$ cat src/rtl/prbs_pkg.sv
// Shared constants and FSM state type for the PRBS31 packet generator.
// The PRBS parameters must match the checker so both ends run the same sequence.
package prbs_pkg;

    localparam int PRBS_POLY_LEN = 31;
    localparam int PRBS_POLY_TAP = 28;
    localparam int PRBS_NBITS    = 32;
    localparam int PRBS_INV      = 1;

    localparam logic [1:0] VLDB_FULL = 2'b11;

    typedef enum logic [1:0] {
        ST_PRIME,
        ST_IDLE,
        ST_SEND,
        ST_GAP
    } pkt_state_e;

endpackage

$ cat src/rtl/gtwizard_ultrascale_0_prbs_any.sv
// Parallel PRBS generator/checker core: NBITS of the LFSR sequence per enabled cycle.
// Bit 0 of DATA_OUT is the oldest bit of the word; the reset is asynchronous.
module gtwizard_ultrascale_0_prbs_any #(
    parameter int CHK_MODE    = 0,
    parameter int INV_PATTERN = 0,
    parameter int POLY_LENGHT = 31,
    parameter int POLY_TAP    = 3,
    parameter int NBITS       = 16
) (
    input  logic             RST,
    input  logic             CLK,
    input  logic [NBITS-1:0] DATA_IN,
    input  logic             EN,
    output logic [NBITS-1:0] DATA_OUT
);

    logic [POLY_LENGHT:1] prbs_q;
    logic [POLY_LENGHT:1] prbs_d;
    logic [POLY_LENGHT:1] lfsr;
    logic [NBITS-1:0]     data_d;
    logic [NBITS-1:0]     data_in_i;
    logic                 fb;
    logic                 msb;

    assign data_in_i = (INV_PATTERN != 0) ? ~DATA_IN : DATA_IN;

    // Position 1 of the LFSR holds the newest bit, position POLY_LENGHT the oldest.
    always_comb begin
        lfsr   = prbs_q;
        data_d = '0;
        fb     = 1'b0;
        msb    = 1'b0;
        for (int i = 0; i < NBITS; i++) begin
            fb        = lfsr[POLY_TAP] ^ lfsr[POLY_LENGHT];
            data_d[i] = fb ^ data_in_i[i];
            msb       = (CHK_MODE == 0) ? fb : data_in_i[i];
            lfsr      = {lfsr[POLY_LENGHT-1:1], msb};
        end
        prbs_d = lfsr;
    end

    always_ff @(posedge CLK or posedge RST) begin
        if (RST) begin
            prbs_q   <= '1;
            DATA_OUT <= '1;
        end else if (EN) begin
            prbs_q   <= prbs_d;
            DATA_OUT <= data_d;
        end
    end

endmodule

$ cat src/rtl/prbs_pkt_gen.sv
// Transmit-side PRBS31 packet source: fixed-length packets on a 32-bit valid/ready stream.
// The PRBS sequence runs across packet boundaries and advances once per load event.
module prbs_pkt_gen
    import prbs_pkg::*;
#(
    parameter int PKT_WORDS = 256,
    parameter int IDLE_GAP  = 4
) (
    input  logic        tx_user_clk_i,
    input  logic        tx_user_rst_n_i,
    input  logic        en_i,
    input  logic        err_inject_i,
    input  logic        tx_ready_i,
    output logic [31:0] tx_data_o,
    output logic [1:0]  tx_vldb_o,
    output logic        tx_valid_o,
    output logic        tx_last_o,
    output logic        tx_user_o,
    output logic [31:0] pkt_cnt_o
);

    localparam logic [7:0] LAST_BEAT = 8'(PKT_WORDS - 1);
    localparam logic [7:0] GAP_LOAD  = 8'(IDLE_GAP - 1);
    localparam logic [PRBS_NBITS-1:0] PRBS_SEED_IN = '0;

    pkt_state_e            state_q;
    logic [7:0]            beat_cnt_q;
    logic [7:0]            gap_cnt_q;
    logic                  valid_q;
    logic                  last_q;
    logic                  user_q;
    logic [1:0]            vldb_q;
    logic [31:0]           pkt_cnt_q;
    logic                  inj_pend_q;
    logic                  inj_pend_d;
    logic                  inj_cur_q;
    logic                  acc;
    logic                  load;
    logic                  prbs_rst;
    logic [PRBS_NBITS-1:0] prbs_word;

    assign acc      = valid_q & tx_ready_i;
    assign load     = (state_q == ST_PRIME) | acc;
    assign prbs_rst = ~tx_user_rst_n_i;

    gtwizard_ultrascale_0_prbs_any #(
        .CHK_MODE    (0),
        .INV_PATTERN (PRBS_INV),
        .POLY_LENGHT (PRBS_POLY_LEN),
        .POLY_TAP    (PRBS_POLY_TAP),
        .NBITS       (PRBS_NBITS)
    ) u_prbs (
        .RST      (prbs_rst),
        .CLK      (tx_user_clk_i),
        .DATA_IN  (PRBS_SEED_IN),
        .EN       (load),
        .DATA_OUT (prbs_word)
    );

    always_ff @(posedge tx_user_clk_i or negedge tx_user_rst_n_i) begin
        if (!tx_user_rst_n_i) begin
            state_q    <= ST_PRIME;
            beat_cnt_q <= '0;
            gap_cnt_q  <= '0;
            valid_q    <= 1'b0;
            last_q     <= 1'b0;
            user_q     <= 1'b0;
            vldb_q     <= '0;
            pkt_cnt_q  <= '0;
        end else begin
            case (state_q)
                ST_PRIME: state_q <= ST_IDLE;
                ST_IDLE: begin
                    if (en_i) begin
                        state_q    <= ST_SEND;
                        beat_cnt_q <= '0;
                        valid_q    <= 1'b1;
                        vldb_q     <= VLDB_FULL;
                        user_q     <= 1'b1;
                        last_q     <= 1'b0;
                    end
                end
                ST_SEND: begin
                    if (acc) begin
                        if (last_q) begin
                            pkt_cnt_q <= pkt_cnt_q + 32'd1;
                            if (IDLE_GAP > 0) begin
                                state_q   <= ST_GAP;
                                gap_cnt_q <= GAP_LOAD;
                                valid_q   <= 1'b0;
                                vldb_q    <= '0;
                                user_q    <= 1'b0;
                                last_q    <= 1'b0;
                            end else if (en_i) begin
                                beat_cnt_q <= '0;
                                user_q     <= 1'b1;
                                last_q     <= 1'b0;
                            end else begin
                                state_q <= ST_IDLE;
                                valid_q <= 1'b0;
                                vldb_q  <= '0;
                                user_q  <= 1'b0;
                                last_q  <= 1'b0;
                            end
                        end else begin
                            beat_cnt_q <= beat_cnt_q + 8'd1;
                            last_q     <= ((beat_cnt_q + 8'd1) == LAST_BEAT);
                            user_q     <= 1'b0;
                        end
                    end
                end
                ST_GAP: begin
                    // The final gap cycle doubles as the en_i decision point.
                    if (gap_cnt_q == 8'd0) begin
                        if (en_i) begin
                            state_q    <= ST_SEND;
                            beat_cnt_q <= '0;
                            valid_q    <= 1'b1;
                            vldb_q     <= VLDB_FULL;
                            user_q     <= 1'b1;
                            last_q     <= 1'b0;
                        end else begin
                            state_q <= ST_IDLE;
                        end
                    end else begin
                        gap_cnt_q <= gap_cnt_q - 8'd1;
                    end
                end
                default: state_q <= ST_PRIME;
            endcase
        end
    end

    // A pulse arriving while one is already pending merges into it.
    always_comb begin
        inj_pend_d = inj_pend_q | err_inject_i;
        if (load) begin
            inj_pend_d = err_inject_i & ~inj_pend_q;
        end
    end

    always_ff @(posedge tx_user_clk_i or negedge tx_user_rst_n_i) begin
        if (!tx_user_rst_n_i) begin
            inj_pend_q <= 1'b0;
            inj_cur_q  <= 1'b0;
        end else begin
            inj_pend_q <= inj_pend_d;
            if (load) begin
                inj_cur_q <= inj_pend_q;
            end
        end
    end

    assign tx_data_o  = (state_q == ST_PRIME) ? '0 : (prbs_word ^ {31'b0, inj_cur_q});
    assign tx_vldb_o  = vldb_q;
    assign tx_valid_o = valid_q;
    assign tx_last_o  = last_q;
    assign tx_user_o  = user_q;
    assign pkt_cnt_o  = pkt_cnt_q;

endmodule

$ cat config.mk
export PLATFORM = sky130hd
export DESIGN_NAME = prbs_pkt_gen
export DESIGN_NICKNAME = d
export VERILOG_FILES = /design/src/rtl/prbs_pkg.sv /design/src/rtl/gtwizard_ultrascale_0_prbs_any.sv /design/src/rtl/prbs_pkt_gen.sv
export SDC_FILE = /design/constraint.sdc
export NUM_CORES = 1
export LEC_CHECK = 0
export BUFFER_PORTS_ARGS = -buffer_cell sky130_fd_sc_hd__buf_2
export CAP_MARGIN = 10
export CORE_MARGIN = 2
export CORE_UTILIZATION = 52
export CTS_CLUSTER_DIAMETER = 100
export DETAILED_ROUTE_END_ITERATION = 8
export GPL_ROUTABILITY_DRIVEN = 0
export GPL_TIMING_DRIVEN = 0
export PLACE_DENSITY = 0.76
export SYNTH_ARGS = -nofsm -noshare
export SYNTH_HDL_FRONTEND = slang
export SYNTH_SLANG_ARGS = --single-unit
$ cat constraint.sdc
create_clock -name tx_user_clk_i -period 2.3 [get_ports tx_user_clk_i]
set_clock_uncertainty 0.1 [all_clocks]
set_input_delay 0.46 -clock tx_user_clk_i [delete_from_list [all_inputs] [get_ports tx_user_clk_i]]
set_output_delay 0.46 -clock tx_user_clk_i [all_outputs]
set_load 0.03 [all_outputs]
Word level (Yosys, flattened, before mapping) --
Cells that the tools add are included. Widths: inputs -> output; s select.
Word-level totals: flip-flop bits (word level) 120, input bits 5, output and inout port bits 69, logic and storage cells 141
Cells by class: add/subtract/negate cells 3, equality and inequality tests 10, muxes and demuxes 36, bitwise logic cells 70, reduce and logical (&&, ||, !) cells 10
Operators by type and width (number):
- $mux 8 | 7
- $not 1->1 | 33
- $add 32x1->32 const B | 1
- $mux 32 | 1
- $xor 1x1->1 | 32
- $xor 32x1->32 | 1
- $pmux 8 s3 | 1
- $mux 2 | 9
- $pmux 8 s2 | 1
- $reduce_and 4->1 | 4
- $mux 1 | 12
- $ne 2x2->1 const B | 6
- $pmux 1 s3 | 3
- $add 8x1->8 const B | 1
- $eq 8x8->1 const B | 1
- $logic_not 8->1 | 1
- $pmux 2 s4 | 1
- $sub 8x1->8 const B | 1
- $pmux 2 s3 | 1
- $reduce_and 3->1 | 2
- $eq 2x2->1 const B | 2
- $reduce_bool 3->1 | 1
- $and 1x1->1 | 2
- $eq 2x1->1 const B | 1
- 3 further kinds | 4

Depth between registers and ports, before layout --
Gate-level depths: netlist of the first run.
depth in word-level cells 5, gate-level depth with buffers 7, depth with buffers taken out 6

By module --
Synthesis of the first run repeated with hierarchy kept, for this count alone.
Unflattened totals: cells, all modules 573, area, all modules 5945.7 um^2
By module, submodules not included:
- prbs_pkt_gen | times used 1, cells an instance 309, area an instance 3052.9 um^2, seq. area each 1401.3 um^2
- gtwizard_ultrascale_0_prbs_any | times used 1, cells an instance 264, area an instance 2892.8 um^2, seq. area each 1655.3 um^2

Least setup slack after synthesis of the first run --
OpenSTA, ideal clock, no wires.
kind flip-flop to flip-flop, start point register gap_cnt_q[0], end point register beat_cnt_q[2], library setup time 0.126 ns, data arrival time 2.029 ns, required time 2.074 ns, path slack 0.045 ns, cell stages (with the launch flop) 8, path buffers 1, clock period less this slack 2.255 ns, cell sequence dfrtp_1 -> inv_1 -> ha_1 -> or4b_1 -> buf_2 -> o21a_4 -> a211o_4 -> a221o_1
On the way: cells in the longest elaborated chain, start to end 3
RTL lines:
- from (decl) | RTL line prbs_pkt_gen.sv:28 | logic [7:0] gap_cnt_q;
- from (signal assigned) | RTL line prbs_pkt_gen.sv:126 | gap_cnt_q <= gap_cnt_q - 8'd1;
- $logic_not 8->1 | RTL line prbs_pkt_gen.sv:114 | if (gap_cnt_q == 8'd0) begin
- $ne 2x2->1 (no source line)
- $reduce_and 4->1 (no source line)
- to (signal assigned) | RTL line prbs_pkt_gen.sv:106 | beat_cnt_q <= beat_cnt_q + 8'd1;
- to (decl) | RTL line prbs_pkt_gen.sv:27 | logic [7:0] beat_cnt_q;
Every way passes these cells. A chain may end at the register's enable or synchronous reset.

Worst setup path in the final report of the first run --
start point register gap_cnt_q[1], end point register beat_cnt_q[2]
The elaborated chain is that of the path after synthesis.

==> results of run 1 <==
final cells by class:
| type | count | area [um^2] |
|---|---|---|
| Multi-Input combinational cell | 363 | 2500 |
| Clock inverter | 8 | 143 |
| Sequential cell | 119 | 3060 |
| Inverter | 9 | 33.8 |
| Timing Repair Buffer | 83 | 470 |
| Fill cell | 868 | 3730 |
| Clock buffer | 24 | 480 |
| Buffer | 25 | 155 |
| Tap cell | 140 | 175 |
power groups by stage:
stage | clock network, mW | logic, mW | registers [mW]
after detailed placement | 0 | 3.78 | 3.82
final | 2.77 | 4.02 | 3.81
after floorplan | 0 | 2.92 | 3.68
after CTS | 2.80 | 3.93 | 3.80
after global routing | 2.91 | 4.38 | 3.90
after global placement | 0 | 3.67 | 3.77
flip-flops by register name, summed over array words and instances (netlist names):
name,count
beat_cnt_q,8
gap_cnt_q,8
inj_cur_q,1
inj_pend_q,1
pkt_cnt_o,32
state_q,2
tx_last_o,1
tx_user_o,1
tx_valid_o,1
tx_vldb_o,1
u_prbs.DATA_OUT,32
u_prbs.prbs_q,31
cells by family (layout without fill, tap and decap cells):
family	count (synthesis)	after routing	synth area share
xor+xnor	70	70	0.108
fa+ha+maj	5	5	0.0111
buf+inv	35	149	0.0256
simple gates	193	193	0.179
flops	119	119	0.540
compound gates	66	66	0.0783
mux	29	29	0.0575
placed cells by master, fill, tap and decap left out, drive strengths merged, types with 5 or more instances in the layout:
cell type	n
buf	93
dfstp	63
dfrtp	56
nor2	53
xnor2	47
clkbuf	38
nor2b	32
a21oi	30
mux2	28
nand2	28
xor2	23
nor3	18
nand3	13
nand4	11
and3	10
inv	9
o21ai	8
and2	7
a21o	6
and4	5
ha	5
through the flow:
stage	instance area [um^2]	util
finish	7020	0.653
global route	7020	0.653
CTS	6920	0.644
detailed placement	6220	0.579
global placement	6190	0.577
floorplan	5660	-
path summary, 6_finish.rpt:
kind	startpoint	to
min in group asynchronous	tx_user_rst_n_i	gap_cnt_q[2]
max in group asynchronous	tx_user_rst_n_i	u_prbs.prbs_q[3]
worst min register to register	u_prbs.DATA_OUT[2]	u_prbs.DATA_OUT[2]
worst max-delay path	gap_cnt_q[1]	beat_cnt_q[2]
worst min-delay path	err_inject_i	inj_pend_q
worst max register to register	gap_cnt_q[1]	beat_cnt_q[2]
Yosys cell counts (2+ instances only):
cell type | instances | area [um^2]
a221o_1 | 2 | 20.0
a21oi_1 | 30 | 150
nand4_1 | 11 | 68.8
a211o_2 | 2 | 20.0
nand3_1 | 13 | 65.1
mux2_2 | 28 | 315
nor2_1 | 53 | 199
a41oi_1 | 2 | 17.5
or4b_1 | 2 | 20.0
nor2b_1 | 32 | 200
o21ai_0 | 8 | 40.0
and2_1 | 7 | 43.8
and4_1 | 5 | 43.8
clkbuf_1 | 16 | 60.1
nand2_1 | 28 | 105
inv_1 | 9 | 33.8
dfrtp_1 | 56 | 1400
nor4_1 | 4 | 25.0
ha_1 | 5 | 62.6
dfstp_2 | 63 | 1660
nor3_1 | 18 | 90.1
xor2_1 | 23 | 201
a21o_1 | 6 | 45.0
o211ai_1 | 3 | 22.5
buf_2 | 7 | 35.0
a22o_1 | 2 | 17.5
xnor2_1 | 47 | 412
and3_1 | 10 | 62.6
layer usage:
layer / GRT usage / vias up
met5: 0 / -
li1: - / 1975
met3: 0.0476 / 23
met1: 0.285 / 2083
met4: 0.0833 / 0
met2: 0.348 / 98
timing repair:
item	4_1_cts	5_1_grt
hold endpoints to repair	43	0
setup buffers	2	7
resized for setup	15	15
pin swaps	2	7
hold buffers	1	0
endpoints found under the setup margin	97	54
==> reports/metrics.cfg, run 1 <==
[critical_path]
startpoint_type = register
crit_required_ps = 2600
end_kind = register
cp.depth = 7
r2r_cells = 7
critical_path_class = reg -> reg
cp.arrival_ps = 2630
crit_fanout = 8
critPathSlowestCell = or4b_4
crit_family = compound AO/OA/AOI/OAI gates
path_cells = inv_2, ha_4, or4b_4, buf_6, o21a_4, a211o_4, a221o_1
max_stage_delay_ps = 450
critPathBufInv = 2
reg2reg_slack_ps = -20

[outcome]
violations = negative setup slack
status = finished, violations left

[pwr]
p_total_mw = 10.6
power_leakage_nw = 3.14
seq_power_share = 0.360
peakVddDrop_mv = 0.914
p_sw_frac = 0.357
p_int_mw = 6.81
p_sw_mw = 3.79
p_comb_frac = 0.379
powerDensity_nw_per_um2 = 1510
clock_power_share = 0.261

[synthesis]
synth_cell_types = 53
seq_area_frac_synth = 0.540
avgSynthCellArea_um2 = 10.9
ys_ff_latch = 119
ys_warn_count = 0
synthesis.nets = 527
synth_edf_count = 0
syn_inst = 517
async_reset_ff_frac = 1.00
dominantRegCellSynth = dfstp_2
syn-cell-area_um2 = 5660

[global_routing]
grt_pass1_vias = 4080
grt_overflow = 0
grt_max_degree = 67
grt_usage = 0.216
antenna_found_initial = 0
grt_pass1_wl_mm = 19.8

[sta]
rsz0062_at_grt = true
finalSetupViolCount = 4
tightest_slew_ps = 829
post-route-period-util = 1.01
hold_viol_final = 0
setup-tns-final_ps = -60.9
max_freq_mhz = 431
fin_crit_ps = 2320
max-slew-margin-rel = 0.446
slew_viol_final = 0
setup_ws_ps = -22.1
whs_ps = 81.7

[floorplanning]
row_count = 38
io_pins = 74
die_h_um = 108
core_area_um2 = 10700
dieArea_um2 = 11700
die_x_um = 108
start_util = 0.527

[routing]
wire_per_inst_um = 15.8
route.met2.wl_mm = 6.06
top_layer_used = met4
vias = 4179
wl_mm = 12.2
m1WireLength_mm = 5.36
dr_wl_met3_um = 500
drc = 0
drtIter0Drc = 202
dr.pass1.iters = 4
vias_per_cell = 5.42
drtAntennaViolNets = 0

[final_layout]
n_antenna_cell = 0
drive_gt1_frac = 0.368
syn_to_final_growth_pct = 24.0
fin_cells = 771
layout.nets = 628

[placed_design]
io_buffers = 72
place_inst = 730
dp_slack_ps = -329
dp_hpwl_mm = 7.84

[clocking]
cts.reportedPaths.clkPinSlew_ps = 60
clock_latency_ps = 520
cts_tree = built
root_buffer = clkbuf_8
clockBufferDepth = 2
numClockSinks = 119
numCtsBuffers = 17
htree_levels = 4

[job]
cap_violations = 0

[hold_path]
hold_path.class = in -> reg
worstHoldPathCells = 2

Note: power is estimated with default switching activity, not from simulation.
==> run 2, diff against run 1 <==
--- a/config.mk
+++ b/config.mk
@@ -5,15 +5,16 @@
 export SDC_FILE = /design/constraint.sdc
 export NUM_CORES = 1
 export LEC_CHECK = 0
+export ABC_AREA = 1
 export BUFFER_PORTS_ARGS = -buffer_cell sky130_fd_sc_hd__buf_2
 export CAP_MARGIN = 10
 export CORE_MARGIN = 2
-export CORE_UTILIZATION = 52
+export CORE_UTILIZATION = 53
 export CTS_CLUSTER_DIAMETER = 100
 export DETAILED_ROUTE_END_ITERATION = 8
 export GPL_ROUTABILITY_DRIVEN = 0
 export GPL_TIMING_DRIVEN = 0
-export PLACE_DENSITY = 0.76
+export PLACE_DENSITY = 0.77
 export SYNTH_ARGS = -nofsm -noshare
 export SYNTH_HDL_FRONTEND = slang
 export SYNTH_SLANG_ARGS = --single-unit
==> run 2 against run 1 <==
Against the previous run:
- sequential power is essentially flat
- cell area grew 2.7%
- the run now ends clean
- routed wire length grew 5.6%
- die area grew 3.6%
- non-clock buffer count shrank 17
- sequential share of layout area shrank 1.1 points
- utilization grew 0.59 points
- synthesized cell count grew 36%
==> reports/metrics.cfg, run 2 <==
[sta]
slew_viol_final = 0  ; unchanged
max-slew-margin-rel = 0.567  ; +0.121
setup_ws_ps = 65.3  ; +87.4 ps
whs_ps = 40.2  ; -41.5 ps
fin_crit_ps = 2230  ; -87.4 ps
rsz0062_at_grt = false
max_freq_mhz = 447  ; +3.9%
tightest_slew_ps = 644  ; -185 ps
post-route-period-util = 0.972  ; -0.0380
hold_viol_final = 0  ; unchanged
finalSetupViolCount = 0  ; -4

[clocking]
clockBufferDepth = 2  ; unchanged
postCtsSetupBuffers = 0  ; -2
numCtsBuffers = 17  ; unchanged
root_buffer = clkbuf_16
numClockSinks = 119  ; unchanged
cts.reportedPaths.clkPinSlew_ps = 60  ; about the same
hold_buffers = 0  ; -1
clock_latency_ps = 420  ; -100 ps
cts_tree = built
htree_levels = 4  ; unchanged

[global_routing]
grt_max_degree = 95  ; +42%
grt_pass1_wl_mm = 22.0  ; +11%
grt_pass1_vias = 4756  ; +17%
grt_usage = 0.234  ; +0.0182
antenna_found_initial = 0  ; unchanged
grt_overflow = 0  ; unchanged

[synthesis]
synth.largest_area_cell = dfstp_2
synthMostInstantiatedCell = nand2_1
dominantRegCellSynth = dfstp_2
syn_inst = 701  ; +36%
seq_area_frac_synth = 0.511  ; -0.0291
synth_top_cells_by_area = dfstp_2 28%, dfrtp_1 23%, nand2_1 11%
ys_warn_count = 0  ; unchanged
avgSynthCellArea_um2 = 8.53  ; -22%
synth_top_area_frac = 0.277  ; -0.0158
ys_top_cells_by_count = 175 x nand2_1, 101 x nor2_1, 77 x inv_1
synth_cell_types = 35  ; -34%
async_reset_ff_frac = 1.00  ; unchanged
synthesis.nets = 711  ; +35%
synth_edf_count = 0  ; unchanged
syn-cell-area_um2 = 5980  ; +5.7%
ys_ff_latch = 119  ; unchanged

[floorplanning]
die_x_um = 110  ; +1.8%
die_h_um = 110  ; +1.8%
dieArea_um2 = 12200  ; +3.6%
row_count = 38  ; unchanged
io_pins = 74  ; unchanged
core_area_um2 = 10900  ; +1.8%
start_util = 0.547  ; +0.0204

[pwr]
powerDensity_nw_per_um2 = 1510  ; -0.20%
peakVddDrop_mv = 0.852  ; -6.7%
power_leakage_nw = 3.47  ; +11%

[final_layout]
layout.nets = 804  ; +28%
fin_cells = 947  ; +23%
drive_gt1_frac = 0.254  ; -0.114
final_cell_mix = 175 x nand2_1, 101 x nor2_1, 79 x buf_2
layout_commonest_cell = nand2_1
n_antenna_cell = 0  ; unchanged
syn_to_final_growth_pct = 20.5

[critical_path]
reg2reg_slack_ps = 440  ; +460 ps
critPathLaunch = state_q[1]
end_kind = output pin
r2r_cells = 8  ; +1
startpoint_type = register
critical_path_class = reg -> out
crit_required_ps = 1740  ; -860 ps
timing.rr.end = pkt_cnt_o[26]
crit_fanout = 10  ; +2
rr_startpoint = pkt_cnt_o[0]
cp.arrival_ps = 1670  ; -960 ps

[routing]
drtIter0Drc = 272  ; +35%
wire_per_inst_um = 13.6  ; -14%
vias = 4827  ; +16%
wl_mm = 12.9  ; +5.6%
drc = 0  ; unchanged
vias_per_cell = 5.10  ; -6.0%
drtAntennaViolNets = 0  ; unchanged
dr.pass1.iters = 5  ; +1

[hold_path]
hold_path.class = in -> async

[placed_design]
io_buffers = 73  ; +1.4%
dp_slack_ps = 169  ; +498 ps
dp_hpwl_mm = 9.03  ; +15%
place_inst = 915  ; +25%

[job]
cap_violations = 0  ; unchanged

[outcome]
status = completed

## run 2: what timing repair did
action	in CTS	in global routing
cloned	0	0
resized for setup	5	3
setup endpoints to repair	30	21
pin swaps	0	1
## run 2: worst max-delay path by stage
stage,slack [ps],end
after floorplan,530,pkt_cnt_o[26]
after global routing,3,tx_data_o[28]
after CTS,40,tx_data_o[20]
after global placement,-710,pkt_cnt_o[25]
after detailed placement,170,tx_data_o[28]
final,70,tx_data_o[28]
## run 2: layout make-up
class                      count  area (um^2)
timing repair buffer          74          399
multi-input combinational    487         2530
fill                         865         3730
clock inverter                14          198
sequential                   119         3060
buffer                        17          114
inverter                      78          293
clock buffer                  18          439
tap                          140          175
## run 2: critical path, stage by stage, from the launching register on
cell	delay, ps
dfrtp_1	510
nor2_4	100
clkbuf_4	210
nor2_1	190
buf_2	240
## run 2: stage by stage
| step | power [mW] | setup TNS (ps) | area (um^2) | utilization |
|---|---|---|---|---|
| final | 10.9 | 0 | 7210 | 0.659 |
| after global routing | 11.6 | 0 | 7210 | 0.659 |
| after CTS | 10.9 | 0 | 7200 | 0.659 |
| after detailed placement | 7.98 | 0 | 6560 | 0.600 |
| after global placement | 7.79 | -43880 | 6520 | 0.596 |
| after floorplan | 6.91 | 0 | 5980 | - |
## run 2: power breakdown
part / switching, mW / internal (mW) / leakage (nW)
clock network: 0.986 / 1.85 / 0.307
logic: 2.65 / 1.56 / 1.77
registers: 0.555 / 3.27 / 1.39
total: 4.19 / 6.67 / 3.47
## run 2: kinds of logic after synthesis
group,count (synthesis),share of synthesized area
AO/OA/AOI/OAI,90,0.0906
adder cells (fa/ha/maj),5,0.0105
XOR/XNOR,53,0.0776
buffers and inverters,95,0.0665
AND/OR/NAND/NOR,339,0.244
flip-flops,119,0.511
## run 2: per-layer routing
metal / wire length (um) / track usage
met4: 203 / 0.0866
met2: 6100 / 0.370
met5: 0 / 0
met3: 602 / 0.0564
met1: 5940 / 0.314
